===== config.mk =====
export PLATFORM = sky130hd
export DESIGN_NAME = dataflow_unit_rate_pipe
export DESIGN_NICKNAME = d
export VERILOG_FILES = /design/src/rtl/dataflow_unit_rate_pipe.sv
export SDC_FILE = /design/constraint.sdc
export NUM_CORES = 1
export LEC_CHECK = 0
export BUFFER_PORTS_ARGS = -buffer_cell sky130_fd_sc_hd__buf_2
export CAP_MARGIN = 20
export CORE_MARGIN = 1
export CORE_UTILIZATION = 60
export CTS_BUF_LIST = sky130_fd_sc_hd__clkbuf_16
export DETAILED_ROUTE_END_ITERATION = 6
export HOLD_SLACK_MARGIN = 0.05
export MAX_ROUTING_LAYER = met4
export PLACE_DENSITY_LB_ADDON = 0.25
export RECOVER_POWER = 100
export SKIP_LAST_GASP = 1
export SYNTH_ARGS = -nofsm -noshare
export SYNTH_HDL_FRONTEND = slang
export SYNTH_SLANG_ARGS = --single-unit

===== constraint.sdc =====
create_clock -name clock -period 6 [get_ports clock]
set_input_delay 0 -clock clock [delete_from_list [all_inputs] [get_ports clock]]
set_output_delay 0 -clock clock [all_outputs]
set_load 0.02 [all_outputs]

===== src/rtl/dataflow_unit_rate_pipe.sv =====
// Pipelined unit-rate dataflow stage: applies a per-token unary signed op
// (negate / abs / saturating negate / pass) and carries it through DEPTH register stages.
module dataflow_unit_rate_pipe #(
  parameter int WIDTH = 32,
  parameter int DEPTH = 2,
  localparam int CW = $clog2(DEPTH + 1)
) (
  input  logic                    clock,
  input  logic                    reset,
  input  logic signed [WIDTH-1:0] arg0,
  input  logic                    arg1,
  input  logic                    arg2,
  input  logic [1:0]              arg3,
  output logic                    ret0,
  output logic signed [WIDTH-1:0] ret1,
  output logic                    ret2,
  output logic [CW-1:0]           ret3
);

  localparam logic signed [WIDTH-1:0] S_MIN = {1'b1, {(WIDTH-1){1'b0}}};
  localparam logic signed [WIDTH-1:0] S_MAX = {1'b0, {(WIDTH-1){1'b1}}};

  // Negation wraps modulo 2^WIDTH except for the saturating variant.
  function automatic logic signed [WIDTH-1:0] apply_op(
    input logic signed [WIDTH-1:0] x,
    input logic [1:0]              op
  );
    logic signed [WIDTH-1:0] r;
    case (op)
      2'd0:    r = -x;
      2'd1:    r = (x < 0) ? -x : x;
      2'd2:    r = (x == S_MIN) ? S_MAX : -x;
      default: r = x;
    endcase
    return r;
  endfunction

  logic [DEPTH-1:0]        vld_p;
  logic signed [WIDTH-1:0] dat_p [DEPTH];
  logic [DEPTH:0]          en;
  logic signed [WIDTH-1:0] op_res;
  logic [CW-1:0]           occ;

  assign op_res = apply_op(arg0, arg3);

  // Backward ready chain: a stage may load when it is empty or its successor moves.
  always_comb begin
    logic r;
    r = arg2;
    en[DEPTH] = arg2;
    for (int k = DEPTH - 1; k >= 0; k--) begin
      r = ~vld_p[k] | r;
      en[k] = r;
    end
  end

  always_comb begin
    occ = '0;
    for (int k = 0; k < DEPTH; k++) begin
      occ = occ + CW'(vld_p[k]);
    end
  end

  // Stage 0 captures the operated value; later stages shift forward.
  always_ff @(posedge clock) begin
    if (reset) begin
      vld_p <= '0;
      for (int k = 0; k < DEPTH; k++) begin
        dat_p[k] <= '0;
      end
    end else begin
      if (en[0]) begin
        vld_p[0] <= arg1;
        if (arg1) begin
          dat_p[0] <= op_res;
        end
      end
      for (int k = 1; k < DEPTH; k++) begin
        if (en[k]) begin
          vld_p[k] <= vld_p[k-1];
          if (vld_p[k-1]) begin
            dat_p[k] <= dat_p[k-1];
          end
        end
      end
    end
  end

  assign ret0 = en[0];
  assign ret1 = dat_p[DEPTH-1];
  assign ret2 = vld_p[DEPTH-1];
  assign ret3 = occ;

endmodule


Yosys cells after proc, flatten, opt, wreduce, memory -nomap -nowiden
Memory sizes are Yosys's and may differ from the RTL's.
Index checks and enable logic that the tools add are counted.
{ "totals": {"regBits": 2, "latch_bits": 0, "ram_bits": 64, "rom_bits": 0, "inputBits": 38, "output_inout_bits": 36, "elab_cells": 31, "n_memories": 1} }
{ "memory_table": {"columns": ["name", "depth", "width", "read_ports", "rd_clocked_by_memory_dff", "write_ports", "line_no", "text"], "rows": [
  ["dat_p", 2, 32, 2, 0, 2, "39", "logic signed [WIDTH-1:0] dat_p [DEPTH];"]
]} }
{ "classes": {"n_addsub": 2, "n_mul": 0, "n_div": 0, "n_lt_le_gt_ge": 1, "n_eq_ne": 3, "n_shift": 0, "muxes": 15, "bitwise_logic": 6, "n_reduce_logical": 1} }
{ "op_table": {"columns": ["operator", "n"], "rows": [
  ["2-to-1 mux 32 bit", 4],
  ["case mux 32 bit (3 select lines)", 1],
  ["equality test 32 bit (second input constant)", 1],
  ["less-than comparator 32 x 1 -> 1 bit (second input constant)", 1],
  ["negation 32 bit", 1],
  ["2-to-1 mux 1 bit", 10],
  ["bitwise OR 1 bit", 4],
  ["adder 1 x 1 -> 2 bit", 1],
  ["equality test 2 x 1 -> 1 bit (second input constant)", 1],
  ["equality test 2 bit (second input constant)", 1],
  ["logical NOT 2 bit", 1],
  ["NOT 1 bit", 2]
]} }

Depth between registers and ports, before layout
Gate-level depths: netlist (run 1).
{ "depth": {"depth_word": 7, "ltp_mapped": 9, "mapped_depth_nobuf": 9} }

Worst setup path after synthesis (run 1)
No wires, ideal clock.
{ "synth_path": {"path_kind": "register to register", "from": "reg vld_p[1]", "to": "mem dat_p[1][0], in the netlist dat_p[0][32], enable pin", "setup_time_ns": 0.428, "arrival_time_ns": 2.065, "required_ns": 5.572, "slack_ns": 3.507, "path_stages_with_launch": 3, "path_buffers": 0, "synth_period_minus_slack_ns": 2.493, "cell_sequence": "dfxtp_1 -> nor2b_1 -> o21bai_1"} }
{ "synth_lines": {"columns": ["element", "line_no", "text"], "rows": [
  ["start, declared", "38", "logic [DEPTH-1:0] vld_p;"],
  ["start signal, assigned by index", "80", "vld_p[k] <= vld_p[k-1];"],
  ["end, declared", "39", null]
]} }

==> flow_summary_export.csv, run 1 <==
group,metric,value,unit
setup_path,critical_path_depth,7,
setup_path,crit_required,6.14,ns
cells_and_area,layout-drive-gt1-share,14.07,%
setup_path,critical_path.endpoint,"dat_p[0][19]",
sta,finClkSkew,0.009332,ns
synthesis,yosysWarningCount,0,
synthesis,main_combinational_cell_family_by_area_after_synthesis,"simple AND/OR/NAND/NOR gates",
sta,maxSlewHeadroom,-23.50,%
floorplanning,die-height,80.89,um
power_and_ir_drop,power_switching_share,26.07,%
clocking,ctsLongestPathBuffers,2,
sta,final_max_slew_viol_count,112,
min_path,timing.hold.worst.class,"input pin to flop",
cells_and_area,diodes_inserted,0,
sta,achievable-frequency,305.4,MHz
detailed_routing,drtPass1Iterations,5,
global_routing,global_route_wire_length_before_repair,13.46,mm
setup_path,crit_path_cell_trace,"dlygate4sd3_1, clkbuf_1, nor4_1, nand3_1, nor3_1, nor2_1, a221oi_1",
setup_path,cp_slowest_stage_delay,0.98,ns
sta,setup_tns,0,ns
clocking,clkTransAtPathRegs,0.06,ns
power_and_ir_drop,pwr-share-clk,39.6,%
detailed_routing,routed-via-count,2945,
floorplanning,die-width,80.89,um
power_and_ir_drop,netsw,0.3080,mW
detailed_routing,wl_met2,4.171,mm
setup_path,number_of_cell_instances_on_the_worst_register_to_register_path,5,
power_and_ir_drop,power.static_leakage,1.519,nW
synthesis,synth_sequential_area_ratio,52.55,%
detailed_routing,met1Wirelength,3.884,mm
detailed_routing,drc,0,
global_routing,grt_pass1_vias,2687,
clocking,cts.sinks,66,
floorplanning,design.portCount,74,
setup_path,cp.arrival,3.42,ns
detailed_routing,wl,8.879,mm
power_and_ir_drop,fin_total_pwr,1.181,mW
run_status,result_of_the_run,"finished, violations left",
synthesis,number_of_synthesized_flops_with_an_enable_pin,64,
sta,final_min_period_over_clock_period,54.57,%
detailed_routing,highest_layer,"met4",
setup_path,critical_path_buffer_and_inverter_count,2,
clocking,post-cts-setup-buffer-count,0,
sta,finalWorstPathRequiredPeriod,3.274,ns
cells_and_area,finalNetCount,441,
setup_path,critical_path_class,"input pin to flop",
global_routing,grt_util_all_layers,29.19,%
synthesis,synth_top_area_share,51.47,%
place,portBuffers,73,
sta,finalHoldViolations,0,
setup_path,cp-start-kind,"input pin",
setup_path,crit_path_start,"arg0[16]",
setup_path,worstPathMaxFanout,10,
cells_and_area,synthToLayoutAreaGrowth,11.49,%
global_routing,antenna_found_initial,0,
synthesis,yosysTopAreaCell,"sky130_fd_sc_hd__edfxtp_1",
synthesis,synth.top_cells.by_count,"sky130_fd_sc_hd__edfxtp_1, sky130_fd_sc_hd__and2_1, sky130_fd_sc_hd__buf_4",
synthesis,synthTopCellsByArea,"sky130_fd_sc_hd__edfxtp_1, sky130_fd_sc_hd__buf_4, sky130_fd_sc_hd__and2_1",
synthesis,synth-compound-area-share,14.64,%
detailed_routing,ant_nets,0,
setup_path,cell_type_group_with_the_largest_total_delay_on_the_critical_path,"simple AND/OR/NAND/NOR gates",
setup_path,worstReg2RegStart,"vld_p[0]",
run,drv_cap,3,
synthesis,ys_async_sr_fraction,0,%
setup_path,critical-path-slowest-cell,"sky130_fd_sc_hd__nor3_1",
power_and_ir_drop,power_frac_seq,47.5,%
floorplanning,coreArea,5956,um2
clocking,cts_resized,0,
global_routing,pin_count_of_the_biggest_net_entering_global_routing,46,
synthesis,synth-seq-cells,66,
detailed_routing,detail_route.wl_per_cell,18.50,um
synthesis,yosys.area_share.adder,1.005,%
run_status,violations,"capacitance limit, slew limit",
synthesis,post_synth_mux_area_share,0,%
power_and_ir_drop,vdd_ir_drop_max,0.0001738,V
detailed_routing,avgViaCountPerCell,6.135,
setup_path,reg2reg_to,"dat_p[0][9]",
clocking,clock_latency_on_the_worst_skew_pair,0.33,ns
clocking,cts_tree,"yes",
synthesis,synth-simple-area-share,20.21,%
synthesis,synth_cell_type_count,55,
sta,rsz0062_at_grt,"false",
sta,tightest_slew,1.853,ns
clocking,number_of_buffers_created_by_cts,9,
synthesis,postSynth.topFlopCell,"sky130_fd_sc_hd__edfxtp_1",
place,gp_congestion,1.013,
floorplanning,die-area,6542,um2
clocking,cts.root.buffer_cell,"sky130_fd_sc_hd__clkbuf_16",
setup_path,cp-end-kind,"flop",
global_routing,grt_remaining_overflow,0,
detailed_routing,drt_iter0_markers,403,
floorplanning,initial_core_utilization,62.69,%
synthesis,netlist_instances,355,
setup_path,reg2reg_slack,3.35,ns
power_and_ir_drop,p_int,0.8733,mW
synthesis,syn_area,3734,um2
synthesis,synth_most_common_cell,"sky130_fd_sc_hd__edfxtp_1",
sta,setup_viol,0,
clocking,ctsHtreeMaxLevel,3,
clocking,holdBufCountCts,6,
place,hpwlAfterDp,6.030,mm
floorplanning,num_rows,28,
detailed_routing,wl_met3,619,um
power_and_ir_drop,power.density,283.8,nW/um2
synthesis,synth_fp_nets,396,
synthesis,xor_and_xnor_fraction_of_the_mapped_netlist_area,2.111,%
power_and_ir_drop,pwr-share-comb,12.9,%
synthesis,synth.avg_cell_area,10.52,um2
## through the flow
stage	setup slack (ns)	cells	hold slack [ns]	cell area [um2]	util (%)
final	2.726	480	0.07356	4163	69.90
after global routing	2.504	480	0.07836	4163	69.90
after CTS	3.285	480	0.06170	4234	71.09
after detailed placement	3.225	458	0.2458	3911	65.67
after global placement	3.303	458	0.2340	3911	65.67
after floorplan	3.507	355	0.07238	3734	-
## cells in the final DEF (no fill, tap or decap), types with 7 or more instances in the layout
cell                        count
sky130_fd_sc_hd__clkbuf_16      9
sky130_fd_sc_hd__nand2_1       14
sky130_fd_sc_hd__nand3_1        7
sky130_fd_sc_hd__o21ai_0       24
sky130_fd_sc_hd__or3_1          9
sky130_fd_sc_hd__edfxtp_1      64
sky130_fd_sc_hd__nor3_1         7
sky130_fd_sc_hd__and2_0        24
sky130_fd_sc_hd__a21oi_1       25
sky130_fd_sc_hd__and2_1        10
sky130_fd_sc_hd__clkbuf_1      41
sky130_fd_sc_hd__inv_1         10
sky130_fd_sc_hd__nor4_1        11
sky130_fd_sc_hd__buf_2         35
sky130_fd_sc_hd__nor2_1        30
## flip-flops by register name, summed over array words and instances, names as in the netlist
register / flops
dat_p: 64
vld_p: 2
## routing by layer
layer	GRT usage [%]	up-vias
met5	-	-
met4	14.82	0
met3	5.056	23
met2	44.37	159
met1	37.45	1375
li1	-	1388
## worst reg2reg max path, delay by kind of cell (launching register included)
family / cells / cell delay (ns)
buffers and inverters: 1 / 1.15
AO/OA/AOI/OAI: 2 / 0.62
AND/OR/NAND/NOR: 2 / 0.36
flip-flops: 1 / 0.35
## cell type report
cell class	count	area [um2]
timing repair buffer	83	396.6
tap	75	93.84
fill	485	1793
multi-input combinational	231	1414
inverter	9	33.78
clock buffer	9	225.2
sequential	66	1962
clock inverter	7	37.54
## cells by family (layout without fill, tap and decap cells)
family | Yosys count | count (layout)
AOI/OAI and AO/OA | 85 | 85
adders and majority gates | 3 | 3
DFF | 66 | 66
xor gates and xnor gates | 9 | 9
and+or+nand+nor | 134 | 134
buffers and inverters | 58 | 108
## power by group through the flow
stage	clock [mW]	sequential [mW]	combinational, mW
floorplan	0	0.566	0.115
global placement	0	0.567	0.151
detailed placement	0	0.569	0.154
CTS	0.466	0.560	0.158
global route	0.483	0.565	0.166
finish	0.468	0.561	0.152
## how the worst min path moves through the flow
stage | start | to | slack, ns | cells after the start
after floorplan | reset | vld_p[0] | 0.07 | 1
after global placement | reset | vld_p[0] | 0.23 | 2
after detailed placement | reset | vld_p[0] | 0.25 | 2
after CTS | arg0[21] | dat_p[0][21] | 0.06 | 2
after global routing | arg0[21] | dat_p[0][21] | 0.08 | 2
final | arg0[21] | dat_p[0][21] | 0.07 | 2
Note: power is estimated with default switching activity, not from simulation.
==> run 2: changes to the inputs <==
--- a/config.mk
+++ b/config.mk
@@ -8,7 +8,7 @@
 export BUFFER_PORTS_ARGS = -buffer_cell sky130_fd_sc_hd__buf_2
 export CAP_MARGIN = 20
 export CORE_MARGIN = 1
-export CORE_UTILIZATION = 60
+export CORE_UTILIZATION = 55
 export CTS_BUF_LIST = sky130_fd_sc_hd__clkbuf_16
 export DETAILED_ROUTE_END_ITERATION = 6
 export HOLD_SLACK_MARGIN = 0.05
==> constraint.sdc (replaced) <==
create_clock -name clock -period 3.4 [get_ports clock]
set_input_delay 0 -clock clock [delete_from_list [all_inputs] [get_ports clock]]
set_output_delay 0 -clock clock [all_outputs]
set_load 0.02 [all_outputs]
==> flow_summary_export.csv, run 2 (same netlist as run 1, synthesis figures left out) <==
group,metric,value,unit
floorplanning,die-height,84.39,um
cells_and_area,diodes_inserted,0,
cells_and_area,most_flop_heavy_register,"dat_p",
detailed_routing,drt_iter0_markers,218,
global_routing,grt_pass1_vias,2711,
cells_and_area,mostFrequentLayoutCell,"sky130_fd_sc_hd__edfxtp_1",
global_routing,met1_usage,32.10,%
cells_and_area,finalNetCount,445,
global_routing,antenna_found_initial,0,
detailed_routing,ant_nets,0,
global_routing,gr-max-usage-layer,"met2",
clocking,ctsHtreeMaxLevel,3,
cells_and_area,synthToLayoutAreaGrowth,13.20,%
global_routing,global_route_wire_length_before_repair,13.50,mm
sta,maxSlewHeadroom,-21.68,%
global_routing,gr-usage-met3,5.703,%
clocking,cts.root.buffer_cell,"sky130_fd_sc_hd__clkbuf_16",
global_routing,grt_util_all_layers,25.82,%
detailed_routing,wl,8.456,mm
run_status,result_of_the_run,"finished, violations left",
cells_and_area,most-common-layout-cells,"sky130_fd_sc_hd__edfxtp_1, sky130_fd_sc_hd__clkbuf_1, sky130_fd_sc_hd__buf_2, sky130_fd_sc_hd__nor2_1, sky130_fd_sc_hd__a21oi_1",
min_path,timing.hold.worst.class,"input pin to flop",
place,portBuffers,73,
clocking,ctsLongestPathBuffers,2,
floorplanning,coreArea,6459,um2
sta,achievable-frequency,363.2,MHz
power_and_ir_drop,pwr-share-comb,11.9,%
detailed_routing,drc,3,
power_and_ir_drop,power.density,529.3,nW/um2
clocking,cts_resized,0,
power_and_ir_drop,p_int,1.696,mW
place,placement.setup.worst_slack,0.9216,ns
sta,final_max_slew_viol_count,33,
sta,fin_ws,0.6467,ns
setup_path,worstPathMaxFanout,25,
setup_path,critical_path_class,"flop to flop",
global_routing,globalRouteMet2Util,40.76,%
clocking,holdBufCountCts,5,
setup_path,cp-start-kind,"flop",
power_and_ir_drop,power_frac_seq,44.1,%
setup_path,crit_required,3.59,ns
cells_and_area,largest_register_ff_count,64,
detailed_routing,drtPass1Iterations,7,
sta,setup_viol,0,
cells_and_area,layout-drive-gt1-share,13.94,%
cells_and_area,largest_registers,"dat_p: 64 flops, vld_p: 2 flops",
place,dp_cells,465,
detailed_routing,detail_route.wl_per_cell,17.40,um
floorplanning,die-area,7122,um2
clocking,number_of_buffers_created_by_cts,9,
clocking,post-cts-setup-buffer-count,0,
detailed_routing,routed-via-count,2872,
floorplanning,num_rows,29,
power_and_ir_drop,power.static_leakage,1.558,nW
sta,setup_tns,0,ns
cells_and_area,layout.cell_area.non_filler,4227,um2
place,gp_congestion,1.035,
sta,final_min_period_over_clock_period,80.98,%
cells_and_area,layoutNonFillerInstCount,486,
detailed_routing,avgViaCountPerCell,5.909,
floorplanning,initial_core_utilization,57.81,%
global_routing,pin_count_of_the_biggest_net_entering_global_routing,33,
setup_path,cp.arrival,2.94,ns
clocking,cts_tree,"yes",
place,placed_area,3951,um2
sta,tightest_slew,1.825,ns
power_and_ir_drop,netsw,0.5411,mW
clocking,clock_latency_on_the_worst_skew_pair,0.33,ns
run,drv_cap,1,
sta,finClkSkew,0.007568,ns
clocking,clkTransAtPathRegs,0.06,ns
power_and_ir_drop,pwr-share-clk,44.0,%
power_and_ir_drop,vdd_ir_drop_max,0.0003920,V
run_status,violations,"DRC, capacitance limit, slew limit",
place,hpwlAfterDp,5.960,mm
global_routing,grt_remaining_overflow,0,
clocking,cts.sinks,66,
sta,rsz0062_at_grt,"false",
floorplanning,die-width,84.39,um
sta,finalHoldViolations,0,
sta,finalWorstPathRequiredPeriod,2.753,ns
power_and_ir_drop,power_switching_share,24.19,%
power_and_ir_drop,fin_total_pwr,2.237,mW
setup_path,cp-end-kind,"flop",
floorplanning,design.portCount,74,
[run 2: cell count changes in the layout (fill, tap and decap cells not counted), sizes merged]
cell         before  now
clkbuf           50   53
inv              10    9
buf              36   38
clkinvlp          2    1
bufinv            0    2
dlygate4sd3       6    5
[run 2: layout make-up]
type / count / area [um2]
sequential: 66 / 1962
clock inverter: 7 / 93.84
clock buffer: 9 / 225.2
timing repair buffer: 87 / 415.4
tap: 77 / 96.34
inverter: 9 / 33.78
multi-input combinational: 231 / 1400
fill: 543 / 2232
[run 2: per-stage QoR]
step	hold slack, ns	utilization (%)
3_5_place_dp	0.2412	61.18
3_3_place_gp	0.2340	61.18
4_1_cts	0.05315	66.89
6_report	0.06554	65.44
2_1_floorplan	0.07238	-
5_1_grt	0.06954	65.44
[run 2: layer usage]
layer	vias up	share of wire (%)
met5	-	0
met4	0	2.5
met3	20	7.4
met2	132	48
met1	1318	42
li1	1402	-
[run 2: worst max-delay path: stages (launching register included)]
cell and delay (ns):
sky130_fd_sc_hd__dfxtp_1 0.34, sky130_fd_sc_hd__and3b_1 0.21, sky130_fd_sc_hd__nor3_1 1.13, sky130_fd_sc_hd__clkbuf_1 0.68, sky130_fd_sc_hd__and2_1 0.23
[run 2: power groups by stage]
stage	Clock (mW)	Sequential (mW)	Combinational [mW]
5_1_grt	1.03	0.994	0.290
2_1_floorplan	0	1.00	0.203
4_1_cts	0.998	0.986	0.279
3_5_place_dp	0	1.00	0.273
3_3_place_gp	0	1.00	0.269
6_report	0.984	0.987	0.265
[run 2: worst paths after layout]
path	from	endpoint	cells after the start	slack, ns
setup reg to reg	vld_p[0]	dat_p[0][36]	4	0.65
hold reg to reg	dat_p[0][20]	dat_p[0][52]	1	0.51
hold / removal	arg0[16]	dat_p[0][16]	2	0.07
setup / recovery	vld_p[0]	dat_p[0][36]	4	0.65
==> run 3: changes to the inputs <==
--- a/config.mk
+++ b/config.mk
@@ -5,10 +5,11 @@
 export SDC_FILE = /design/constraint.sdc
 export NUM_CORES = 1
 export LEC_CHECK = 0
+export ABC_AREA = 1
 export BUFFER_PORTS_ARGS = -buffer_cell sky130_fd_sc_hd__buf_2
 export CAP_MARGIN = 20
 export CORE_MARGIN = 1
-export CORE_UTILIZATION = 55
+export CORE_UTILIZATION = 52
 export CTS_BUF_LIST = sky130_fd_sc_hd__clkbuf_16
 export DETAILED_ROUTE_END_ITERATION = 6
 export HOLD_SLACK_MARGIN = 0.05
==> constraint.sdc (replaced) <==
create_clock -name clock -period 2.3 [get_ports clock]
set_input_delay 0 -clock clock [delete_from_list [all_inputs] [get_ports clock]]
set_output_delay 0 -clock clock [all_outputs]
set_load 0.02 [all_outputs]
==> flow_summary_export.csv, run 3 <==
group,metric,value,unit
run_status,result_of_the_run,"finished, final reports clean",
sta,rsz0062_at_grt,"false",
setup_path,cp-end-kind,"flop",
cells_and_area,synthToLayoutAreaGrowth,11.76,%
sta,setup_viol,0,
clocking,clkTransAtPathRegs,0.06,ns
synthesis,synth-compound-area-share,9.284,%
clocking,ctsLongestPathBuffers,2,
synthesis,syn_area,4649,um2
setup_path,reg2reg_to,"dat_p[0][28]",
global_routing,grt_pass1_vias,3969,
min_path,timing.hold.worst.class,"input pin to flop",
cells_and_area,layout-drive-gt1-share,12.97,%
detailed_routing,drtPass1Iterations,5,
clocking,cts.sinks,66,
clocking,ctsHtreeMaxLevel,3,
synthesis,postSynth.topFlopCell,"sky130_fd_sc_hd__edfxtp_1",
setup_path,number_of_cell_instances_on_the_worst_register_to_register_path,6,
power_and_ir_drop,power.static_leakage,2.509,nW
cells_and_area,mostFrequentLayoutCell,"sky130_fd_sc_hd__nand2_1",
clocking,cts_tree,"yes",
synthesis,xor_and_xnor_fraction_of_the_mapped_netlist_area,1.507,%
global_routing,grt_util_all_layers,28.42,%
detailed_routing,wl,12.01,mm
sta,achievable-frequency,518.3,MHz
detailed_routing,routed-via-count,4205,
synthesis,yosysTopAreaCell,"sky130_fd_sc_hd__edfxtp_1",
floorplanning,initial_core_utilization,53.58,%
clocking,clock_latency_on_the_worst_skew_pair,0.33,ns
synthesis,synth_most_common_cell,"sky130_fd_sc_hd__nand2_1",
synthesis,netlist_instances,631,
synthesis,main_combinational_cell_family_by_area_after_synthesis,"simple AND/OR/NAND/NOR gates",
sta,finalHoldViolations,0,
setup_path,reg2reg_slack,0.37,ns
cells_and_area,fillCellCount,829,
synthesis,synth_sequential_area_ratio,42.20,%
detailed_routing,ant_nets,0,
clocking,post-cts-setup-buffer-count,0,
setup_path,cp.arrival,2.06,ns
floorplanning,num_rows,34,
power_and_ir_drop,netsw,0.9600,mW
synthesis,synth_top_area_share,41.33,%
cells_and_area,largest_registers,"dat_p: 64 flops, vld_p: 2 flops",
place,placement.setup.worst_slack,0.4125,ns
power_and_ir_drop,vdd_ir_drop_max,0.0003331,V
synthesis,synth.avg_cell_area,7.368,um2
sta,fin_ws,0.3706,ns
setup_path,critical_path.endpoint,"dat_p[0][28]",
place,gp_congestion,0.9535,
cells_and_area,diodes_inserted,0,
synthesis,synth-seq-cells,66,
power_and_ir_drop,power.density,655.9,nW/um2
sta,tightest_slew,0.8870,ns
global_routing,global_route_wire_length_before_repair,19.06,mm
synthesis,post_synth_mux_area_share,0,%
setup_path,crit_path_start,"vld_p[1]",
floorplanning,die-width,96.56,um
floorplanning,die-height,96.56,um
clocking,number_of_buffers_created_by_cts,9,
cells_and_area,most-common-layout-cells,"sky130_fd_sc_hd__nand2_1, sky130_fd_sc_hd__inv_1, sky130_fd_sc_hd__nor2_1, sky130_fd_sc_hd__edfxtp_1, sky130_fd_sc_hd__nand3_1",
power_and_ir_drop,p_int,2.448,mW
synthesis,yosys.area_share.adder,0.8073,%
power_and_ir_drop,pwr-share-comb,16.6,%
cells_and_area,finalNetCount,722,
synthesis,yosysWarningCount,0,
sta,finClkSkew,0.009935,ns
power_and_ir_drop,power_switching_share,28.17,%
synthesis,number_of_synthesized_flops_with_an_enable_pin,64,
detailed_routing,detail_route.wl_per_cell,15.12,um
sta,final_max_slew_viol_count,0,
sta,finalWorstPathRequiredPeriod,1.929,ns
global_routing,grt_remaining_overflow,0,
setup_path,critical_path_class,"flop to flop",
synthesis,synth.top_cells.by_count,"sky130_fd_sc_hd__nand2_1, sky130_fd_sc_hd__inv_1, sky130_fd_sc_hd__nor2_1",
floorplanning,die-area,9324,um2
synthesis,synth_fp_nets,672,
synthesis,synthTopCellsByArea,"sky130_fd_sc_hd__edfxtp_1, sky130_fd_sc_hd__nand2_1, sky130_fd_sc_hd__inv_1",
cells_and_area,largest_register_ff_count,64,
floorplanning,design.portCount,74,
sta,final_min_period_over_clock_period,83.89,%
global_routing,antenna_found_initial,0,
setup_path,cp-start-kind,"flop",
synthesis,synth_cell_type_count,35,
place,hpwlAfterDp,8.860,mm
cells_and_area,most_flop_heavy_register,"dat_p",
setup_path,crit_required,2.44,ns
detailed_routing,drt_iter0_markers,263,
place,portBuffers,73,
detailed_routing,drc,0,
sta,maxSlewHeadroom,40.87,%
setup_path,worstReg2RegStart,"vld_p[1]",
sta,setup_tns,0,ns
clocking,cts.root.buffer_cell,"sky130_fd_sc_hd__clkbuf_16",
global_routing,pin_count_of_the_biggest_net_entering_global_routing,37,
setup_path,worstPathMaxFanout,10,
detailed_routing,avgViaCountPerCell,5.296,
power_and_ir_drop,power_frac_seq,43.2,%
power_and_ir_drop,pwr-share-clk,40.1,%
synthesis,synth-simple-area-share,30.73,%
run,drv_cap,0,
power_and_ir_drop,fin_total_pwr,3.408,mW
floorplanning,coreArea,8678,um2
synthesis,ys_async_sr_fraction,0,%
run 3: cell count changes after synthesis, sizes merged, moves of 10 or more:
cell | previous run | this run
nor2 | 30 | 111
and2 | 34 | 0
inv | 9 | 108
nand2 | 14 | 145
a21oi | 25 | 43
nand3 | 7 | 53
nor4 | 11 | 1
run 3: cell type report:
| class | instances | area, um2 | share of cell area (%) |
|---|---|---|---|
| clock inverters | 7 | 68.82 | 1.324 |
| repair buffers | 86 | 429.2 | 8.259 |
| well taps | 108 | 135.1 | 2.601 |
| clock buffers | 9 | 225.2 | 4.334 |
| flip-flops and latches | 66 | 1962 | 37.76 |
| inverters | 108 | 407.9 | 7.850 |
| multi-input cells | 410 | 1968 | 37.88 |
run 3: stage by stage:
step | utilization (%) | cells | cell area (um2) | hold slack (ns)
finish | 59.88 | 794 | 5196 | 0.09156
global placement | 56.68 | 774 | 4918 | 0.1952
floorplan | - | 631 | 4649 | 0.06907
detailed placement | 56.68 | 774 | 4918 | 0.2036
CTS | 60.52 | 794 | 5253 | 0.08838
global route | 59.88 | 794 | 5196 | 0.09880
run 3: cells by family (layout without fill, tap and decap cells):
logic type               after synthesis  count (layout)
buffers and inverters                155             210
AND/OR/NAND/NOR                      319             319
XOR/XNOR                               8               8
AO/OA/AOI/OAI                         80              80
adder cells (fa/ha/maj)                3               3
flip-flops                            66              66
run 3: how the worst min path moves through the flow:
stage / startpoint / endpoint / slack (ns) / depth (start not counted)
detailed placement: reset / vld_p[1] / 0.20 / 2
CTS: arg0[0] / dat_p[0][0] / 0.09 / 3
global route: arg0[2] / dat_p[0][2] / 0.1 / 3
finish: arg0[0] / dat_p[0][0] / 0.09 / 3
floorplan: reset / vld_p[0] / 0.07 / 1
global placement: reset / vld_p[1] / 0.20 / 2
run 3: per-layer routing:
layer | part of all wire, % | routed length, um | track usage [%] | vias up
met5 | 0 | 0 | - | -
met4 | 2.6 | 316 | 11.64 | 0
met3 | 9.2 | 1105 | 5.556 | 22
met2 | 45 | 5415 | 44.07 | 194
met1 | 43 | 5169 | 36.47 | 1910
li1 | - | - | - | 2079
run 3: worst max-delay path, stage by stage (launching register included):
cell and delay, ns:
sky130_fd_sc_hd__dfxtp_1 0.33, sky130_fd_sc_hd__nand3_1 0.15, sky130_fd_sc_hd__nand2_1 0.10, sky130_fd_sc_hd__o21ai_0 0.27, sky130_fd_sc_hd__clkbuf_1 0.47, sky130_fd_sc_hd__o21ai_0 0.16, sky130_fd_sc_hd__a21oi_1 0.25
run 3: power by group through the flow:
stage | clock (mW) | sequential (mW) | combinational [mW]
finish | 1.37 | 1.47 | 0.567
global route | 1.42 | 1.49 | 0.636
CTS | 1.38 | 1.47 | 0.579
detailed placement | 0 | 1.50 | 0.571
global placement | 0 | 1.49 | 0.560
floorplan | 0 | 1.49 | 0.428
run 3: timing repair:
item,in CTS,in global routing
endpoints found under the hold margin,2,0
hold buffers,4,0
gates resized for setup,0,0
